<file path="src/rtl/sevenseg_scan_decoder.sv">
// Receive-side monitor for a multiplexed 4-digit seven-segment bus: settles each
// digit, decodes the glyph back to a hex nibble and emits complete 16-bit frames.
module sevenseg_scan_decoder #(
  parameter int unsigned SETTLE_CYCLES = 4
) (
  input  logic        clock,
  input  logic        reset,
  input  logic [6:0]  segments,
  input  logic [7:0]  anodes,
  output logic [15:0] HEX_out,
  output logic        valid,
  output logic        seg_err
);

  localparam logic [7:0] SETTLE_MAX = 8'(SETTLE_CYCLES);

  typedef enum logic [1:0] {ST_WAIT, ST_SETTLE, ST_HOLD} state_t;

  state_t      state_reg, state_next;
  logic [7:0]  cnt_reg, cnt_next, cnt_inc;
  logic [14:0] sync1_reg, sync2_reg, prev_reg;
  logic [3:0]  mask_reg, mask_next;
  logic [3:0]  slot_reg [4];
  logic [3:0]  slot_we;
  logic [15:0] slots_flat;
  logic [15:0] hex_reg;
  logic        valid_reg, seg_err_reg;

  logic        legal, known, changed, restart, act, capture, frame_done;
  logic [1:0]  digit_idx;
  logic [3:0]  nibble;
  logic [6:0]  pattern;

  // {anodes, segments} sampled twice; reset to the idle (all-dark) bus value.
  always_ff @(posedge clock or negedge reset) begin
    if (!reset) begin
      sync1_reg <= '1;
      sync2_reg <= '1;
      prev_reg  <= '1;
    end else begin
      sync1_reg <= {anodes, segments};
      sync2_reg <= sync1_reg;
      prev_reg  <= sync2_reg;
    end
  end

  always_comb begin
    legal     = 1'b0;
    digit_idx = 2'd0;
    if (sync2_reg[14:11] == 4'hF) begin
      case (sync2_reg[10:7])
        4'b1110: begin legal = 1'b1; digit_idx = 2'd0; end
        4'b1101: begin legal = 1'b1; digit_idx = 2'd1; end
        4'b1011: begin legal = 1'b1; digit_idx = 2'd2; end
        4'b0111: begin legal = 1'b1; digit_idx = 2'd3; end
        default: begin legal = 1'b0; digit_idx = 2'd0; end
      endcase
    end
  end

  assign pattern = ~sync2_reg[6:0];

  always_comb begin
    known  = 1'b1;
    nibble = 4'h0;
    case (pattern)
      7'h3F: nibble = 4'h0;
      7'h06: nibble = 4'h1;
      7'h5B: nibble = 4'h2;
      7'h4F: nibble = 4'h3;
      7'h66: nibble = 4'h4;
      7'h6D: nibble = 4'h5;
      7'h7D: nibble = 4'h6;
      7'h07: nibble = 4'h7;
      7'h7F: nibble = 4'h8;
      7'h6F: nibble = 4'h9;
      7'h77: nibble = 4'hA;
      7'h7C: nibble = 4'hB;
      7'h39: nibble = 4'hC;
      7'h5E: nibble = 4'hD;
      7'h79: nibble = 4'hE;
      7'h71: nibble = 4'hF;
      default: known = 1'b0;
    endcase
  end

  assign changed = (sync2_reg != prev_reg);
  assign cnt_inc = cnt_reg + 8'd1;
  // WAIT only persists while the bus is illegal, so it re-evaluates every cycle.
  assign restart = (state_reg == ST_WAIT) || changed;

  always_ff @(posedge clock or negedge reset) begin
    if (!reset) begin
      state_reg <= ST_WAIT;
      cnt_reg   <= 8'd0;
    end else begin
      state_reg <= state_next;
      cnt_reg   <= cnt_next;
    end
  end

  always_comb begin
    state_next = state_reg;
    cnt_next   = cnt_reg;
    act        = 1'b0;
    if (restart) begin
      if (legal) begin
        cnt_next = 8'd1;
        if (SETTLE_MAX <= 8'd1) begin
          act        = 1'b1;
          state_next = ST_HOLD;
        end else begin
          state_next = ST_SETTLE;
        end
      end else begin
        cnt_next   = 8'd0;
        state_next = ST_WAIT;
      end
    end else if (state_reg == ST_SETTLE) begin
      cnt_next = cnt_inc;
      if (cnt_inc >= SETTLE_MAX) begin
        act        = 1'b1;
        state_next = ST_HOLD;
      end
    end
  end

  assign capture    = act && known;
  assign frame_done = (mask_reg == 4'hF);

  // A capture landing on the completion edge survives into the next frame's mask.
  always_comb begin
    mask_next = frame_done ? 4'h0 : mask_reg;
    if (capture) begin
      mask_next[digit_idx] = 1'b1;
    end
  end

  generate
    for (genvar gi = 0; gi < 4; gi++) begin : g_slot
      assign slot_we[gi]              = capture && (digit_idx == 2'(gi));
      assign slots_flat[4*gi +: 4]    = slot_reg[gi];
    end
  endgenerate

  always_ff @(posedge clock or negedge reset) begin
    if (!reset) begin
      for (int i = 0; i < 4; i++) begin
        slot_reg[i] <= 4'h0;
      end
      mask_reg    <= 4'h0;
      hex_reg     <= 16'h0000;
      valid_reg   <= 1'b0;
      seg_err_reg <= 1'b0;
    end else begin
      for (int i = 0; i < 4; i++) begin
        if (slot_we[i]) begin
          slot_reg[i] <= nibble;
        end
      end
      mask_reg    <= mask_next;
      valid_reg   <= frame_done;
      seg_err_reg <= act && !known;
      if (frame_done) begin
        hex_reg <= slots_flat;
      end
    end
  end

  assign HEX_out = hex_reg;
  assign valid   = valid_reg;
  assign seg_err = seg_err_reg;

endmodule

</file>
<file path="config.mk">
export PLATFORM = sky130hd
export DESIGN_NAME = sevenseg_scan_decoder
export DESIGN_NICKNAME = d
export VERILOG_FILES = /design/src/rtl/sevenseg_scan_decoder.sv
export SDC_FILE = /design/constraint.sdc
export NUM_CORES = 1
export LEC_CHECK = 0
export ABC_AREA = 1
export CORE_ASPECT_RATIO = 1.1
export CORE_MARGIN = 2
export CORE_UTILIZATION = 35
export DETAILED_ROUTE_END_ITERATION = 12
export PLACE_DENSITY = 0.49
export SLEW_MARGIN = 30
export SYNTH_ARGS = -nofsm -noshare
export SYNTH_HDL_FRONTEND = slang
export SYNTH_SLANG_ARGS = --single-unit
</file>
<file path="constraint.sdc">
create_clock -name clock -period 4.7 [get_ports clock]
set_clock_uncertainty 0.2 [all_clocks]
set_input_delay 1.41 -clock clock [delete_from_list [all_inputs] [get_ports clock]]
set_output_delay 1.41 -clock clock [all_outputs]
set_load 0.03 [all_outputs]
</file>
==> reports/metrics.yaml <==
critical_path:
  cp_data_arrival_time_ns: 1.36
  critical-path-max-stage-delay_ns: 0.67
  cp_max_fo: 2
  cpMaxStageDelayCell: "clkdlybuf4s50_1"
  crit_cells: 1
  cp-endpoint: "HEX_out[4]"
  path_delay_family: "buffers and inverters"
  start_kind: "flop"
  crit_required_ns: 3.09
  r2r_cells: 6
  path_class: "flop to output pin"
  rrSetupSlack_ns: 2.11
  end_kind: "output pin"
  cp-startpoint: "HEX_out[4]"
  cp_num_buf_inv: 1
  rr_endpoint: "slot_reg[14]"
  crit_path_cell_trace: "clkdlybuf4s50_1"
  regToRegStartpoint: "state_reg[1]"
layout:
  antenna_cells: 0
  nFillCells: 1131
  syn_to_final_growth_pct: 19.9
  layout-drive-gt1-share_pct: 15.2
  final_nets: 519
  layout_common_cells: "nand2_1, dfrtp_1, inv_1"
  seqCellArea_sq_um: 2380
  multi_input_area_sq_um: 1360
  layout_commonest_cell: "nand2_1"
status:
  outcome: "completed"
detailed_routing:
  drtIter0Drc: 87
  route.vias.total: 2925
  dr.max_layer_used: "met4"
  routed_wl_microns: 7570
  wl_met3_microns: 261
  drc_errors: 0
  ant_nets: 0
  wl_met1_microns: 3700
  wl_met2_microns: 3500
  drt_pass1_iterations: 4
  viasPerCell: 4.48
  wl_per_cell_microns: 11.6
sta:
  rsz0062_at_grt: "false"
  finalSetupViolations: 0
  finalCritPeriodShare_pct: 63.2
  layout_min_cycle_time_ns: 2.97
  slew_headroom_pct: 40.3
  drv_slew: 0
  layout_setup_ws_ns: 1.73
  whs_ns: 0.153
  tns_ns: 0
  tightest_slew_ns: 0.891
  hold_viol: 0
  fmax_mhz: 337
clocking:
  cts_resized: 0
  cts_num_sinks: 93
  numCtsBuffers: 9
  clk_path_buf_depth: 2
  post_cts_buffers: 0
  root_buffer: "clkbuf_16"
  cts_hold_buf: 0
  path_clk_slew_ns: 0.07
  clk_latency_ns: 0.33
  htree_levels: 3
  cts_tree: "done"
power_and_ir_drop:
  p_int_mw: 1.29
  p_switching_mw: 0.350
  power_density_nw_per_um2: 342
  total_power_mw: 1.64
  pwr-share-comb_pct: 4.4
  p_leak_nw: 2.42
  swShare_pct: 21.4
  p_seq_share_pct: 52.0
  peakVddDrop_uv: 162
  clkPwrFrac_pct: 43.6
synth:
  synth_ff_type: "dfrtp_1"
  yosys_register_bits: 93
  synth_area_sq_um: 3990
  synth_top_family_by_area: "simple AND/OR/NAND/NOR gates"
  syn-num-nets: 478
  synth_seq_area_share_pct: 59.8
  synth_mux_area_share_pct: 0
  synthSimpleGateAreaFrac_pct: 30.1
  synth_top_area_share_pct: 30.1
  yosys_warnings: 0
  synth_area_leaders: "dfrtp_1, dfstp_2, nand2_1, nand3_1, inv_1"
  synth_area_leader_cell: "dfrtp_1"
  synth_cell_types: 30
  synthCells: 460
  synth_fa_ha_area_share_pct: 0.314
  synth_compound_area_share_pct: 2.92
  syn_avg_cell_area_sq_um: 8.67
  synth_xor_area_share_pct: 0.878
  async_flop_share_pct: 100
  synth-edff-count: 0
place:
  place_ws_ns: 1.98
  dp_hpwl_microns: 5400
  gp_congestion: 0.811
  portBuffers: 34
worst_hold_path:
  worstHoldStart: "sync1_reg[3]"
  hold_path.class: "flop to flop"
die:
  dieArea_sq_um: 12300
  fp.dieW_microns: 106
  ios: 35
  start_util_pct: 36.2
  rows: 40
  core_sq_um: 11000
  fp.dieH_microns: 116
grt:
  grt_pass1_vias: 2837
  grt_pass1_wl_microns: 13400
  grt_use_total_pct: 13.7
  grt_max_degree: 61
  antenna_found_initial: 0
  overflow: 0
job:
  max_cap_violations: 0
[synthesized netlist by cell type (all sizes together), types with 2 or more instances]
cell type,number
nand2,179
inv,54
dfrtp,48
dfstp,45
nand3,43
nor2,43
nand4,10
o21ai,10
a21oi,7
clkbuf,4
xnor2,3
buf,2
nor3,2
[how the worst min path moves through the flow]
| stage | cells after the start | end |
|---|---|---|
| after detailed placement | 0 | sync2_reg[8] |
| after global placement | 0 | sync2_reg[13] |
| final | 0 | sync2_reg[3] |
| after floorplan | 0 | sync2_reg[0] |
| after CTS | 0 | sync2_reg[3] |
| after global routing | 0 | sync2_reg[12] |
[metal layers]
metal	track usage (%)	up-vias
met5	0	-
met4	5.00	0
met3	3.37	7
met2	22.5	58
met1	17.8	1347
li1	-	1513
[metrics by stage]
| stage | utilization [%] | area (sq um) | std cells |
|---|---|---|---|
| after floorplan | - | 3990 | 460 |
| after global placement | 40.8 | 4490 | 637 |
| after detailed placement | 40.8 | 4490 | 637 |
| after CTS | 43.5 | 4780 | 653 |
| after global routing | 43.5 | 4780 | 653 |
| final | 43.5 | 4780 | 653 |
[power groups by stage]
stage	Clock [mW]	Combinational (mW)	Sequential, mW
finish	0.714	0.0725	0.852
global route	0.778	0.0837	0.855
CTS	0.738	0.0745	0.852
detailed placement	0	0.0743	0.866
global placement	0	0.0737	0.865
floorplan	0	0.0356	0.861
[logic make-up after synthesis]
logic type               after synthesis
XOR/XNOR                               4
buffers and inverters                 61
adder cells (fa/ha/maj)                1
AND/OR/NAND/NOR                      280
AO/OA/AOI/OAI                         21
flip-flops                            93
[layout make-up]
type                    count  share of cell area [%]
repair buffers             36                    7.37
well taps                 147                    3.84
inverters                  55                    4.31
clock buffers              12                    5.15
flip-flops and latches     93                    49.8
multi-input cells         306                    28.5
clock inverters             4                   0.994
Note: power is estimated with default switching activity, not from simulation.
